File: src/rtl/pattern_seq_pkg.sv
// rtl/pattern_seq_pkg.sv - shared types for the LED pattern sequencer
package pattern_seq_pkg;

  // Pattern modes as encoded on the mode input
  typedef enum logic [1:0] {
    MODE_ROT_R  = 2'd0,
    MODE_ROT_L  = 2'd1,
    MODE_SWEEP  = 2'd2,
    MODE_BOUNCE = 2'd3
  } mode_e;

  // Control FSM states
  typedef enum logic {
    ST_IDLE = 1'b0,
    ST_RUN  = 1'b1
  } state_e;

  // Only ROT_L starts at the LSB travelling left; every other mode starts at the MSB
  function automatic logic starts_left(input mode_e m);
    return (m == MODE_ROT_L);
  endfunction

endpackage

File: src/rtl/pattern_step.sv
// rtl/pattern_step.sv - combinational next-step rule for one pattern step
import pattern_seq_pkg::*;

module pattern_step #(
  parameter int WIDTH  = 8,
  parameter int PASSES = 2,
  parameter int PW     = $clog2(2*PASSES)
) (
  input  logic [WIDTH-1:0] pattern,
  input  logic             dir,
  input  logic [PW-1:0]    pass_idx,
  input  mode_e            mode,
  output logic [WIDTH-1:0] next_pattern,
  output logic             next_dir,
  output logic [PW-1:0]    next_pass_idx,
  output logic             period_flag
);

  localparam logic [WIDTH-1:0] MSB_HOT = {1'b1, {(WIDTH-1){1'b0}}};
  localparam logic [WIDTH-1:0] LSB_HOT = {{(WIDTH-1){1'b0}}, 1'b1};

  logic at_end;
  int   passes_eff;
  int   pos;

  // The single set bit has reached the edge it is travelling toward
  assign at_end = dir ? (pattern == MSB_HOT) : (pattern == LSB_HOT);

  // Pass position within the current direction; BOUNCE is a one-pass sweep
  always_comb begin
    passes_eff = (mode == MODE_BOUNCE) ? 1 : PASSES;
    pos        = dir ? (int'(pass_idx) - passes_eff) : int'(pass_idx);
  end

  // Shift toward the current direction, or apply the mode's end-of-travel rule
  always_comb begin
    next_pattern  = pattern;
    next_dir      = dir;
    next_pass_idx = pass_idx;
    period_flag   = 1'b0;
    if (!at_end) begin
      next_pattern = dir ? (pattern << 1) : (pattern >> 1);
    end else begin
      case (mode)
        MODE_ROT_R: begin
          next_pattern  = MSB_HOT;
          next_dir      = 1'b0;
          next_pass_idx = '0;
          period_flag   = 1'b1;
        end
        MODE_ROT_L: begin
          next_pattern  = LSB_HOT;
          next_dir      = 1'b1;
          next_pass_idx = '0;
          period_flag   = 1'b1;
        end
        default: begin
          if (pos < passes_eff - 1) begin
            // Another pass in the same direction: jump back to the far end
            next_pattern  = dir ? LSB_HOT : MSB_HOT;
            next_pass_idx = pass_idx + PW'(1);
          end else begin
            // Last pass of this direction: hold one step and turn around
            next_dir = ~dir;
            if (dir) begin
              next_pass_idx = '0;
              period_flag   = 1'b1;
            end else begin
              next_pass_idx = pass_idx + PW'(1);
            end
          end
        end
      endcase
    end
  end

endmodule

File: src/rtl/pattern_sequencer.sv
// rtl/pattern_sequencer.sv - start/stop FSM, step prescaler and LED pattern registers
import pattern_seq_pkg::*;

module pattern_sequencer #(
  parameter int WIDTH  = 8,
  parameter int PASSES = 2,
  parameter int DIV_W  = 8
) (
  input  logic                          clk,
  input  logic                          rst_n,
  input  logic                          start,
  input  logic                          stop,
  input  logic [1:0]                    mode,
  input  logic [DIV_W-1:0]              div,
  output logic [WIDTH-1:0]              pattern,
  output logic                          busy,
  output logic                          dir,
  output logic [$clog2(2*PASSES)-1:0]   pass_idx,
  output logic                          period
);

  localparam int PW = $clog2(2*PASSES);
  localparam logic [WIDTH-1:0] MSB_HOT = {1'b1, {(WIDTH-1){1'b0}}};
  localparam logic [WIDTH-1:0] LSB_HOT = {{(WIDTH-1){1'b0}}, 1'b1};

  state_e           state;
  mode_e            mode_q;
  logic [DIV_W-1:0] div_q;
  logic [DIV_W-1:0] presc;

  mode_e            mode_in;
  logic             load_dir;
  logic [WIDTH-1:0] load_pattern;

  logic [WIDTH-1:0] step_pattern;
  logic             step_dir;
  logic [PW-1:0]    step_pass_idx;
  logic             step_period;

  // Start state derived from the live mode input; only sampled on an accepted start
  always_comb begin
    mode_in      = mode_e'(mode);
    load_dir     = starts_left(mode_in);
    load_pattern = load_dir ? LSB_HOT : MSB_HOT;
  end

  pattern_step #(
    .WIDTH  (WIDTH),
    .PASSES (PASSES),
    .PW     (PW)
  ) u_step (
    .pattern       (pattern),
    .dir           (dir),
    .pass_idx      (pass_idx),
    .mode          (mode_q),
    .next_pattern  (step_pattern),
    .next_dir      (step_dir),
    .next_pass_idx (step_pass_idx),
    .period_flag   (step_period)
  );

  // Control FSM with prescaler and registered outputs; stop outranks start
  always_ff @(posedge clk or negedge rst_n) begin
    if (!rst_n) begin
      state    <= ST_IDLE;
      mode_q   <= MODE_ROT_R;
      div_q    <= '0;
      presc    <= '0;
      pattern  <= '0;
      busy     <= 1'b0;
      dir      <= 1'b0;
      pass_idx <= '0;
      period   <= 1'b0;
    end else begin
      case (state)
        ST_IDLE: begin
          if (start && !stop) begin
            state    <= ST_RUN;
            mode_q   <= mode_in;
            div_q    <= div;
            presc    <= '0;
            pattern  <= load_pattern;
            dir      <= load_dir;
            pass_idx <= '0;
            period   <= 1'b0;
            busy     <= 1'b1;
          end
        end
        ST_RUN: begin
          if (stop) begin
            state    <= ST_IDLE;
            presc    <= '0;
            pattern  <= '0;
            dir      <= 1'b0;
            pass_idx <= '0;
            period   <= 1'b0;
            busy     <= 1'b0;
          end else if (start) begin
            mode_q   <= mode_in;
            div_q    <= div;
            presc    <= '0;
            pattern  <= load_pattern;
            dir      <= load_dir;
            pass_idx <= '0;
            period   <= 1'b0;
          end else if (presc == div_q) begin
            presc    <= '0;
            pattern  <= step_pattern;
            dir      <= step_dir;
            pass_idx <= step_pass_idx;
            period   <= step_period;
          end else begin
            presc  <= presc + DIV_W'(1);
            period <= 1'b0;
          end
        end
        default: begin
          state <= ST_IDLE;
          busy  <= 1'b0;
        end
      endcase
    end
  end

endmodule

File: config.mk
export PLATFORM = sky130hd
export DESIGN_NAME = pattern_sequencer
export DESIGN_NICKNAME = d
export VERILOG_FILES = /design/src/rtl/pattern_seq_pkg.sv /design/src/rtl/pattern_step.sv /design/src/rtl/pattern_sequencer.sv
export SDC_FILE = /design/constraint.sdc
export NUM_CORES = 1
export LEC_CHECK = 0
export ABC_AREA = 0
export CAP_MARGIN = 5
export CORE_MARGIN = 4
export CORE_UTILIZATION = 38
export CTS_CLUSTER_SIZE = 12
export DETAILED_ROUTE_END_ITERATION = 10
export GPL_TIMING_DRIVEN = 1
export PLACE_DENSITY_LB_ADDON = 0.05
export SYNTH_ARGS = -nofsm -noshare
export SYNTH_HDL_FRONTEND = slang
export SYNTH_SLANG_ARGS = --single-unit
File: constraint.sdc
create_clock -name clk -period 6.5 [get_ports clk]
set_clock_uncertainty 0.1 [all_clocks]
set_input_delay 1.3 -clock clk [delete_from_list [all_inputs] [get_ports clk]]
set_output_delay 1.3 -clock clk [all_outputs]
set_load 0.05 [all_outputs]
# Word-level counts from Yosys, hierarchy flattened
# Index checks and enable logic that the tools add are counted.
[op_classes] bitwise_logic=2 order_cmp=1 n_addsub=4 eq_ne=14 n_reduce_logical=9 muxes=59
[op_table] operator="$mux W8" n=16
[op_table] operator="$pmux W8 S2" n=4
[op_table] operator="$lt A32 B32 Y1" n=1
[op_table] operator="$mux W32" n=1
[op_table] operator="$sub A3 B32 Y32" n=1
[op_table] operator="$sub A32 B2 Y32 const B" n=1
[op_table] operator="$mux W2" n=12
[op_table] operator="$mux W1" n=19
[op_table] operator="$pmux W1 S2" n=5
[op_table] operator="$reduce_and A3 Y1" n=3
[op_table] operator="$add A8 B1 Y8 const B" n=1
[op_table] operator="$eq A8 B1 Y1 const B" n=1
[op_table] operator="$eq A8 B8 Y1" n=1
[op_table] operator="$eq A8 B8 Y1 const B" n=1
[op_table] operator="$ne A2 B2 Y1 const B" n=4
[op_table] operator="$ne A4 B3 Y1 const B" n=2
[op_table] operator="$pmux W2 S2" n=2
[op_table] operator="$ne A7 B7 Y1 const B" n=1
[op_table] operator="$ne A6 B6 Y1 const B" n=1
[op_table] operator="$eq A2 B1 Y1 const B" n=2
[op_table] operator="$reduce_and A4 Y1" n=1
[op_table] operator="$add A2 B1 Y2 const B" n=1
[op_table] operator="$eq A2 B2 Y1 const B" n=1
[op_table] operator="$logic_not A2 Y1" n=1
[op_table] operator="5 further kinds" n=6
[word_totals] reg_bits=32 out_inout_bits=13

# Logic depth before layout (Yosys ltp)
# Gate-level depths: netlist (run 1).
[depth] ltp_word=12 depth_mapped=10 mapped_depth_nobuf=9

# Modules after synthesis
# A second synthesis (run 1) with hierarchy kept.
[unflattened] hier_cells=174 hier_area_um2=1813.0
[modules_own_cells] mod="pattern_sequencer" instances=1 area_per_inst_um2=1467.7 seq_area_each_um2=800.8 cells_each=122
[modules_own_cells] mod="pattern_step" instances=1 area_per_inst_um2=345.3 seq_area_each_um2=0.0 cells_each=52

# Worst setup path before layout (run 1)
# OpenSTA, ideal clock, no wires.
[synth_timing] path_type="input -> register" start="input port start" end="register pattern[6]" setup_time_ns=0.125 arrival_ns=2.655 t_required_ns=6.275 setup_slack_ns=3.620 stages=5 n_path_buf=1 cell_sequence="clkbuf_1 > nor3b_2 > a21bo_2 > nand3_1 > mux2_2"
[synth_between] elab_chain_cells=3 elab_cells_between_ends=8 classes_between="eq/ne: 3; mux: 3; reduce/logical: 2"
[synth_rtl] element="from (decl)" line="pattern_sequencer.sv:11" text="input logic start,"
[synth_rtl] element="$mux W8 / $logic_and A1 B1 Y1 (equally long branches)" line="pattern_sequencer.sv:98, pattern_sequencer.sv:77"
[synth_rtl] element="$mux W8 / $ne A2 B2 Y1 (equally long branches)"
[synth_rtl] element="$pmux W8 S2 / $reduce_and A3 Y1 (equally long branches)"
[synth_rtl] element="to (signal assigned)" line="pattern_sequencer.sv:82" text="pattern <= load_pattern;"
[synth_rtl] element="to (signal assigned)" line="pattern_sequencer.sv:102" text="pattern <= load_pattern;"
[synth_rtl] element="to (signal assigned)" line="pattern_sequencer.sv:108" text="pattern <= step_pattern;"
[synth_rtl] element="to (decl)" line="pattern_sequencer.sv:15" text="output logic [WIDTH-1:0] pattern,"
# Parallel ways exist; a longest one is shown, timed or not.
# A chain may end at the register's enable or synchronous reset.

# Worst setup path in the final report (run 1)
[layout_timing] start="input port start" end="register pass_idx[1]"
[layout_between] elab_chain_cells=3 elab_cells_between_ends=8 classes_between="eq/ne: 3; mux: 3; reduce/logical: 2"
[layout_rtl] element="$mux W2 / $logic_and A1 B1 Y1 (equally long branches)" line="pattern_sequencer.sv:98, pattern_sequencer.sv:77"
[layout_rtl] element="$mux W2 / $ne A2 B2 Y1 (equally long branches)"
[layout_rtl] element="$pmux W2 S2 / $reduce_and A3 Y1 (equally long branches)"
[layout_rtl] element="to (signal assigned)" line="pattern_sequencer.sv:110" text="pass_idx <= step_pass_idx;"
[layout_rtl] element="to (decl)" line="pattern_sequencer.sv:18" text="output logic [$clog2(2*PASSES)-1:0] pass_idx,"
# Parallel ways exist; a longest one is shown, timed or not.

==> impl_results.md, run 1 <==
* Status: finished clean
* Final Max Slew Viols at 0
* Die Span X at 76.8 um
* Setup TNS at 0 ps
* Dominant cells by area after synthesis: dfrtp_1, mux2_2, nor2_1, xor2_1, mux2i_1
* GR Util All Layers at 15.0%
* Vias at 1391
* Layout cells sized above 1 at 17.5%
* Post-synth EDFFs at 0
* DRC at 0
* Final setup fails at 0
* Antenna cell count at 0
* Synth unique cells at 44
* Worst slew pin tran at 1070 ps
* Hold Crit Depth at 2
* Number of DRC markers in iteration 0 at 85
* Most used DFF post-synth: dfrtp_1
* Via-per-instance ratio at 5.52
* TritonRoute pass-1 iters at 4
* Leak Pwr at 0.905 nW
* Worst VDD drop at 0.158 mV
* Synth Instances at 171
* Largest net degree at the start of global routing at 33
* Clk Tree Root Cell: clkbuf_8
* Initial antenna violation count at 0
* Number of core rows at 24
* Min cycle time layout at 3970 ps
* Period utilization at 61.1%
* DR WL/cell at 16.2 um
* Avg Cell Area, Syn at 10.5 um2
* Crit Reg-Reg Endpoint: pattern[1]
* IO Pins at 27
* Maximum clock frequency at 252 MHz
* Hold Buf Count CTS at 0
* Total global routing overflow at 0
* Startpoint types: input pin
* Critical path capture point type: flip-flop
* CTS Buf Count at 5
* HP Class: reg2reg
* Clock transition at the registers of the reported paths at 70 ps
* CP arrival at 4070 ps
* Post-CTS Resized at 0
* Nets at 216
* Vias in the first global route at 1480
* Setup Fix Bufs, Post-CTS at 0
* Largest area contributor in the netlist: dfrtp_1
* CTS max path bufs at 2
* FF+latch count, synth at 32
* Core area at 0.00447 mm2
* Yosys warnings at 0
* Post-synthesis async set-or-reset flop share at 100%
* Final ANT Viol Nets at 0
* Sequential area share after synthesis at 44.5%
* CTS Sinks at 32
* Hold Crit Start: period
* Maxcap violations at 0
* Die height at 76.8 um
* Top-area cell type share of the netlist area at 44.5%
* GPL Wtd Cong at 0.804
* RSZ-0062 raised after global routing: no
* Syn_nets at 188
* Worst-path fanout max at 13
* CTS tree: built
* Area Growth Syn to Fin at 23.2%
* Req. time, crit path at 6590 ps
* Htree depth at 2
* Die area at 0.00590 mm2
* Crit path kind: in2reg
* R2R depth at 9
* DPL Wire Length at 2.92 mm
* Area of the mapped netlist at 0.00180 mm2
* Fin. Hold Viols at 0
* Cell Pwr Density at 244 mW/mm2
* Initial Util at 40.2%
* Port bufs at 26
* Hold EP: period
* Pwr Total at 0.540 mW
* Final wirelength at 4.07 mm
* Reg-to-reg startpoint: mode_q[1]
* Worst-skew pair later-pin latency at 280 ps
* Slew headroom at 28.4%
* First-pass GRT wire length at 7.09 mm
* Register-to-register setup slack at 3640 ps
-- synth_stat cells (all sizes together), types with 2 or more instances --
cell type / n
nor4: 4
a21oi: 3
o22ai: 3
a22o: 2
nor2: 19
o31ai: 2
nor3b: 2
mux2: 19
nand2: 11
xor2: 8
xnor2: 4
or4: 2
nand3b: 2
nor2b: 4
nand2b: 4
nand3: 5
o21ai: 7
dfrtp: 32
mux2i: 6
inv: 5
a211oi: 2
clkbuf: 5
ha: 2
-- registers in the layout, summed over array words and instances, names as in the netlist --
signal,count
div_q,8
pattern,8
presc,8
mode_q,2
pass_idx,2
busy,1
dir,1
period,1
state,1
-- cell families (layout without fill, tap and decap cells) --
logic type	after synthesis	in the layout	share of synthesized area [%]
fa+ha+maj	3	3	2.50
compound gates	28	28	11.7
flops	32	32	44.5
xor+xnor	12	12	5.84
buf+inv	11	40	2.29
mux	25	25	15.2
simple gates	60	60	17.9
-- worst max-delay path, stage by stage --
cell and delay [ps]:
clkdlybuf4s50_1 640, nor2b_1 890, nor2_1 420, or4_4 620, o31ai_1 190
-- routing by layer --
metal / routed length (um) / global-route usage (%)
met1: 1890 / 19.7
met2: 1980 / 23.1
met3: 139 / 3.51
met4: 60 / 7.61
met5: 0 / 0
-- cell type report --
cell class / instances / area [um2]
Clock inverter: 2 / 35.0
Inverter: 5 / 18.8
Tap cell: 52 / 65.1
Timing Repair Buffer: 27 / 268
Multi-Input combinational cell: 128 / 957
Clock buffer: 6 / 72.6
Fill cell: 411 / 2260
Sequential cell: 32 / 801
-- power by group --
part	total (mW)	switching [mW]	internal [mW]
registers	0.237	0.0231	0.214
clock network	0.189	0.0753	0.114
logic	0.114	0.0599	0.0540
-- worst max path at each step --
stage	startpoint	to	slack (ps)	cells after the start
after global routing	start	dir	2390	5
after detailed placement	start	pass_idx[1]	2220	5
after global placement	start	pass_idx[1]	2350	5
after CTS	start	pass_idx[1]	2550	5
after floorplan	start	pattern[6]	3620	5
final	start	pass_idx[1]	2530	5
-- stage by stage --
step           instance area, um2  util [%]  worst slack, ps  instances  hold WS [ps]
2_1_floorplan                1800         -             3620        171           401
3_3_place_gp                 2110      47.1             2350        244           379
3_5_place_dp                 2110      47.1             2220        244           394
4_1_cts                      2220      49.6             2550        252           409
5_1_grt                      2220      49.6             2390        252           433
6_report                     2220      49.6             2530        252           408
-- layout by cell type, fill, tap and decap left out, types with 3 or more instances in the layout --
cell type,count
dfrtp_1,32
clkdlybuf4s50_1,26
nor2_1,19
mux2_2,19
nand2_1,11
xor2_1,8
mux2i_1,6
o21ai_0,6
inv_1,5
nand3_1,5
clkbuf_8,5
nand2b_1,4
nor4_1,4
xnor2_1,4
nor2b_1,3
a21oi_1,3
o22ai_1,3
(Power assumes the default switching activity.)
==> inputs of run 2 (changes only) <==
==> constraint.sdc (replaced) <==
create_clock -name clk -period 3.85 [get_ports clk]
set_clock_uncertainty 0.1 [all_clocks]
set_input_delay 0.77 -clock clk [delete_from_list [all_inputs] [get_ports clk]]
set_output_delay 0.77 -clock clk [all_outputs]
set_load 0.05 [all_outputs]
==> run 2 against run 1 <==
Sequential cell count unchanged; combinational power increased by 77%; core utilization grew 0.17 points; critical path type is now reg2reg; largest power group unchanged.
==> impl_results.md, run 2 (synthesis results as in run 1) <==
* Status: finished clean
* Clk Tree Root Cell: clkbuf_8
* TritonRoute pass-1 iters at 4 (unchanged)
* Core area at 0.00447 mm2 (unchanged)
* DPL Wire Length at 2.86 mm (-2.1%)
* RSZ-0062 raised after global routing: no
* Largest net degree at the start of global routing at 33 (unchanged)
* Seq. cell area at 801 um2 (unchanged)
* Area Growth Syn to Fin at 23.6%
* Layout cells sized above 1 at 19.2% (+1.7 points)
* Die area at 0.00590 mm2 (unchanged)
* Critical path depth at 9 (+4)
* CTS Buf Count at 5 (unchanged)
* Initial Util at 40.2% (unchanged)
* Setup Fix Bufs, Post-CTS at 0 (unchanged)
* Final Max Slew Viols at 0 (unchanged)
* Clock transition at the registers of the reported paths at 70 ps (about the same)
* Vias at 1366 (-1.8%)
* Cell Pwr Density at 389 mW/mm2 (+60%)
* Req. time, crit path at 3920 ps (-2670 ps)
* First-pass GRT wire length at 6.71 mm (-5.4%)
* Maximum clock frequency at 352 MHz
* Port bufs at 26 (unchanged)
* IO Pins at 27 (unchanged)
* DR WL/cell at 15.8 um (-2.0%)
* CTS max path bufs at 2 (unchanged)
* Die Span X at 76.8 um (unchanged)
* DRC at 0 (unchanged)
* Reg-to-reg startpoint: mode_q[1]
* Fin. Hold Viols at 0 (unchanged)
* Min cycle time layout at 2840 ps
* R2R depth at 9 (unchanged)
* Die height at 76.8 um (unchanged)
* Post-CTS Resized at 0 (unchanged)
* Final setup fails at 0 (unchanged)
* Worst path bufs/invs at 1 (unchanged)
* Startpoint types: flip-flop
* Largest regs: div_q x8, pattern x8, presc x8
* CP arrival at 2910 ps (-1160 ps)
* Slew headroom at 49.1% (+21 points)
* Hold Buf Count CTS at 0 (unchanged)
* HP Class: reg2reg
* Critical Path End: pattern[6]
* Total global routing overflow at 0 (unchanged)
* Initial antenna violation count at 0 (unchanged)
* Maxcap violations at 0 (unchanged)
* CTS tree: built
* GR Util All Layers at 14.2% (-0.85 points)
* Number of DRC markers in iteration 0 at 43 (-49%)
* Post-route core utilization at 49.7% (+0.17 points)
* Slowest cell on the critical path: dfrtp_1
* Family with the most delay on the worst path: simple AND/OR/NAND/NOR gates
* Nets at 219 (+1.4%)
* Commonest non-fill, non-tap cells in the layout: dfrtp_1, clkdlybuf4s50_1, nor2_1, mux2_2, nand2_1
* Biggest cell delay along the critical path at 540 ps (-350 ps)
* Leak Pwr at 0.916 nW (+1.3%)
* Setup TNS at 0 ps (unchanged)
* Register-to-register setup slack at 1010 ps (-2630 ps)
* Worst VDD drop at 0.181 mV (+15%)
* GPL Wtd Cong at 0.809 (+0.55%)
* Antenna cell count at 0 (unchanged)
* Footprint of the multi-input gates at 957 um2 (unchanged)
* Critical path capture point type: flip-flop
* Htree depth at 2 (unchanged)
* Crit Reg-Reg Endpoint: pattern[6]
* Final ANT Viol Nets at 0 (unchanged)
* Final wirelength at 4.04 mm (-0.83%)
* Cell Chain, Critical Path: and2_1 -> ha_1 -> inv_1 -> fa_1 -> nor2b_1 -> o221ai_1 -> nand4_1 -> nand3_1 -> mux2_2
* Filler instances at 414 (+0.73%)
* Worst slew pin tran at 761 ps (-312 ps)
* Number of core rows at 24 (unchanged)
* Crit path kind: reg2reg
* CTS Sinks at 32 (unchanged)
* Period utilization at 73.8%
* CP startpoint: mode_q[1]
* Vias in the first global route at 1403 (-5.2%)
* Worst-skew pair later-pin latency at 280 ps (about the same)
* Worst-path fanout max at 11 (-2)
* Via-per-instance ratio at 5.36 (-3.0%)
* Most common cell after layout, fill and taps aside: dfrtp_1
==> run 2: cell type report <==
cell class,count,area share [%]
Multi-Input combinational cell,128,43.0
Sequential cell,32,36.0
Timing Repair Buffer,30,13.0
Clock buffer,6,3.71
Tap cell,52,2.92
Inverter,5,0.844
Clock inverter,2,0.450
==> run 2: worst register-to-register path: cells and delay by family (launching register included) <==
kind / cells / cell delay [ps]
buffers and inverters: 1 / 40
flip-flops: 1 / 540
multiplexers: 1 / 390
AO/OA/AOI/OAI: 1 / 240
AND/OR/NAND/NOR: 4 / 770
adder cells (fa/ha/maj): 2 / 650
==> run 2: how the worst min path moves through the flow <==
stage	start	end	slack, ps	cells after the start
finish	period	period	390	2
global route	busy	busy	460	1
CTS	period	period	410	2
detailed placement	period	period	390	2
global placement	period	period	400	2
floorplan	rst_n	busy	370	0
==> run 2: routing by layer <==
metal	wire length, um	track usage [%]	vias to the layer above
met1	1930	18.0	661
met5	0	0	-
met3	109	3.75	4
met4	36	4.53	0
met2	1960	23.4	27
li1	-	-	674
==> run 2: power breakdown <==
| group | switching (mW) | internal, mW | total (mW) |
|---|---|---|---|
| sequential | 0.0324 | 0.362 | 0.395 |
| combinational | 0.108 | 0.0942 | 0.202 |
| clock | 0.126 | 0.143 | 0.269 |
| total | 0.267 | 0.599 | 0.866 |
==> run 2: metrics by stage <==
step	instances	power (mW)	instance area, um2	hold slack, ps	worst slack [ps]
final	255	0.866	2220	393	1010
after global routing	255	0.910	2220	458	867
after CTS	255	0.877	2220	407	1000
after detailed placement	247	0.605	2130	392	801
after global placement	247	0.600	2130	400	866
after floorplan	171	0.533	1800	374	1210
==> inputs of run 3 (changes only) <==
==> constraint.sdc (replaced) <==
create_clock -name clk -period 2.5 [get_ports clk]
set_clock_uncertainty 0.1 [all_clocks]
set_input_delay 0.5 -clock clk [delete_from_list [all_inputs] [get_ports clk]]
set_output_delay 0.5 -clock clk [all_outputs]
set_load 0.05 [all_outputs]
==> run 3 against run 2 <==
Sequential share of layout area shrank 2.4 points; clock-buffer cell count is the same; combinational power grew 88%; critical endpoint is now pass_idx[1]; cell area grew 7.6%; routed wire length grew 3.6%; die area is the same; first-iteration DRC count shrank 7.0%; largest cell class unchanged.
==> impl_results.md, run 3 (synthesis results as in run 1) <==
* Status: finished clean
* CTS Buf Count at 5 (unchanged)
* Cell Pwr Density at 613 mW/mm2 (+58%)
* DR WL/cell at 15.6 um (-1.8%)
* Slew headroom at 66.2% (+17 points)
* Family with the most delay on the worst path: simple AND/OR/NAND/NOR gates
* IO Pins at 27 (unchanged)
* Vias in the first global route at 1497 (+6.7%)
* Fin. Hold Viols at 0 (unchanged)
* CTS tree: built
* Largest net degree at the start of global routing at 33 (unchanged)
* Clk Tree Root Cell: clkbuf_8
* Final setup fails at 0 (unchanged)
* Die area at 0.00590 mm2 (unchanged)
* Final std cells w/o fill at 269 (+5.5%)
* Slowest cell on the critical path: or4_4
* Antenna cell count at 0 (unchanged)
* CP arrival at 2540 ps (-370 ps)
* Sequential Power Share at 40.3% (-5.3 points)
* Worst-skew pair later-pin latency at 290 ps (about the same)
* Worst-path fanout max at 2 (-9)
* Setup TNS at 0 ps (unchanged)
* Req. time, crit path at 2600 ps (-1320 ps)
* Via-per-instance ratio at 5.39 (+0.62%)
* HP Class: reg2reg
* Leak Pwr at 1.01 nW (+11%)
* CTS max path bufs at 2 (unchanged)
* DPL Wire Length at 3.02 mm (+5.6%)
* First-pass GRT wire length at 7.07 mm (+5.4%)
* Vias at 1450 (+6.1%)
* Min cycle time layout at 2440 ps (-396 ps)
* Worst slew pin tran at 505 ps (-255 ps)
* Final ANT Viol Nets at 0 (unchanged)
* RSZ-0062 raised after global routing: yes
* Worst path bufs/invs at 1 (unchanged)
* Filler instances at 402 (-2.9%)
* CTS Sinks at 32 (unchanged)
* Area Growth Syn to Fin at 33.0%
* Cell Chain, Critical Path: and2_4 -> ha_1 -> inv_1 -> fa_1 -> nor3b_2 -> o211ai_1 -> or4_4 -> o31ai_2
* Critical path capture point type: flip-flop
* Period utilization at 97.8% (+24 points)
* Largest regs: div_q x8, pattern x8, presc x8
* Hold Crit Depth at 2 (unchanged)
* Combinational share of power at 25.8% (+2.4 points)
* Initial antenna violation count at 0 (unchanged)
* R2R depth at 8 (-1)
* Critical path depth at 8 (-1)
* Core area at 0.00447 mm2 (unchanged)
* Clock Power Share at 33.9% (+2.9 points)
* DRC at 0 (unchanged)
* Hold WS at 392 ps (-1.21 ps)
* Htree depth at 2 (unchanged)
* Most common cell after layout, fill and taps aside: dfrtp_1
* Maximum clock frequency at 409 MHz (+16%)
* Final Max Slew Viols at 0 (unchanged)
* Pwr Total at 1.47 mW (+70%)
* Port bufs at 26 (unchanged)
* Initial Util at 40.2% (unchanged)
* Commonest non-fill, non-tap cells in the layout: dfrtp_1, clkdlybuf4s50_1, nor2_1, buf_4, mux2_2
* TritonRoute pass-1 iters at 4 (unchanged)
* Layout cells sized above 1 at 28.1% (+8.9 points)
* GR Util All Layers at 15.1% (+0.91 points)
* Switch Pwr at 0.432 mW (+62%)
* # placed instances at 261 (+5.7%)
* Setup ws final at 56.2 ps (-954 ps)
* Pre-CTS WS at -25.4 ps (-826 ps)
* Internal at 1.04 mW (+73%)
* Nets at 233 (+6.4%)
* Number of core rows at 24 (unchanged)
* Setup Fix Bufs, Post-CTS at 0 (unchanged)
* Switch share at 29.4% (-1.4 points)
* Startpoint types: flip-flop
* Maxcap violations at 0 (unchanged)
* Worst VDD drop at 0.293 mV (+62%)
* Final wirelength at 4.18 mm (+3.6%)
* Die height at 76.8 um (unchanged)
* Clock transition at the registers of the reported paths at 70 ps (about the same)
* Die Span X at 76.8 um (unchanged)
* Number of DRC markers in iteration 0 at 40 (-7.0%)
* Total global routing overflow at 0 (unchanged)
* GPL Wtd Cong at 0.883 (+9.1%)
* Biggest cell delay along the critical path at 460 ps (-80 ps)
* Crit path kind: reg2reg
==> run 3: repair_timing <==
| item | in CTS | in global routing |
|---|---|---|
| hold buffers | 0 | 0 |
| pin swaps | 3 | 3 |
| setup endpoints to repair | 5 | 11 |
| resized for setup | 1 | 8 |
| cloned | 0 | 0 |
==> run 3: path summary, 6_finish.rpt <==
kind / startpoint / endpoint / slack [ps]
max: mode_q[1] / pass_idx[1] / 60
min: period / period / 390
max reg2reg: mode_q[1] / pass_idx[1] / 60
min reg2reg: period / period / 390
max in group asynchronous: rst_n / pass_idx[0] / 1470
min in group asynchronous: rst_n / period / 510
==> run 3: worst register-to-register path, cell delays in order, from the launching register on <==
cell and delay, ps:
dfrtp_1 380, and2_4 170, ha_1 170, inv_1 70
fa_1 450, nor3b_2 250, o211ai_1 140, or4_4 460
o31ai_2 180
==> run 3: per-layer routing <==
layer	up-vias	track usage [%]	routed length, um
met4	0	6.88	75
met3	8	4.45	168
met1	720	17.5	1830
li1	701	-	-
met2	21	25.6	2110
met5	-	0	0
==> run 3: final cells by class <==
class | count | area (um2) | share of cell area (%)
Tap cell | 52 | 65.1 | 2.72
Clock inverter | 2 | 35.0 | 1.46
Clock buffer | 6 | 72.6 | 3.03
Multi-Input combinational cell | 128 | 1010 | 42.0
Inverter | 5 | 18.8 | 0.784
Timing Repair Buffer | 44 | 393 | 16.4
Sequential cell | 32 | 803 | 33.6
==> run 3: power by group through the flow <==
stage | registers, mW | clock network, mW | logic (mW)
after global placement | 0.600 | 0 | 0.353
after global routing | 0.597 | 0.539 | 0.411
final | 0.591 | 0.497 | 0.379
after CTS | 0.591 | 0.512 | 0.366
after detailed placement | 0.601 | 0 | 0.362
after floorplan | 0.645 | 0 | 0.179
==> run 3: through the flow <==
| step | util, % | instance area, um2 |
|---|---|---|
| 2_1_floorplan | - | 1810 |
| 3_3_place_gp | 50.1 | 2240 |
| 3_5_place_dp | 50.1 | 2240 |
| 4_1_cts | 52.7 | 2360 |
| 5_1_grt | 53.5 | 2390 |
| 6_report | 53.5 | 2390 |
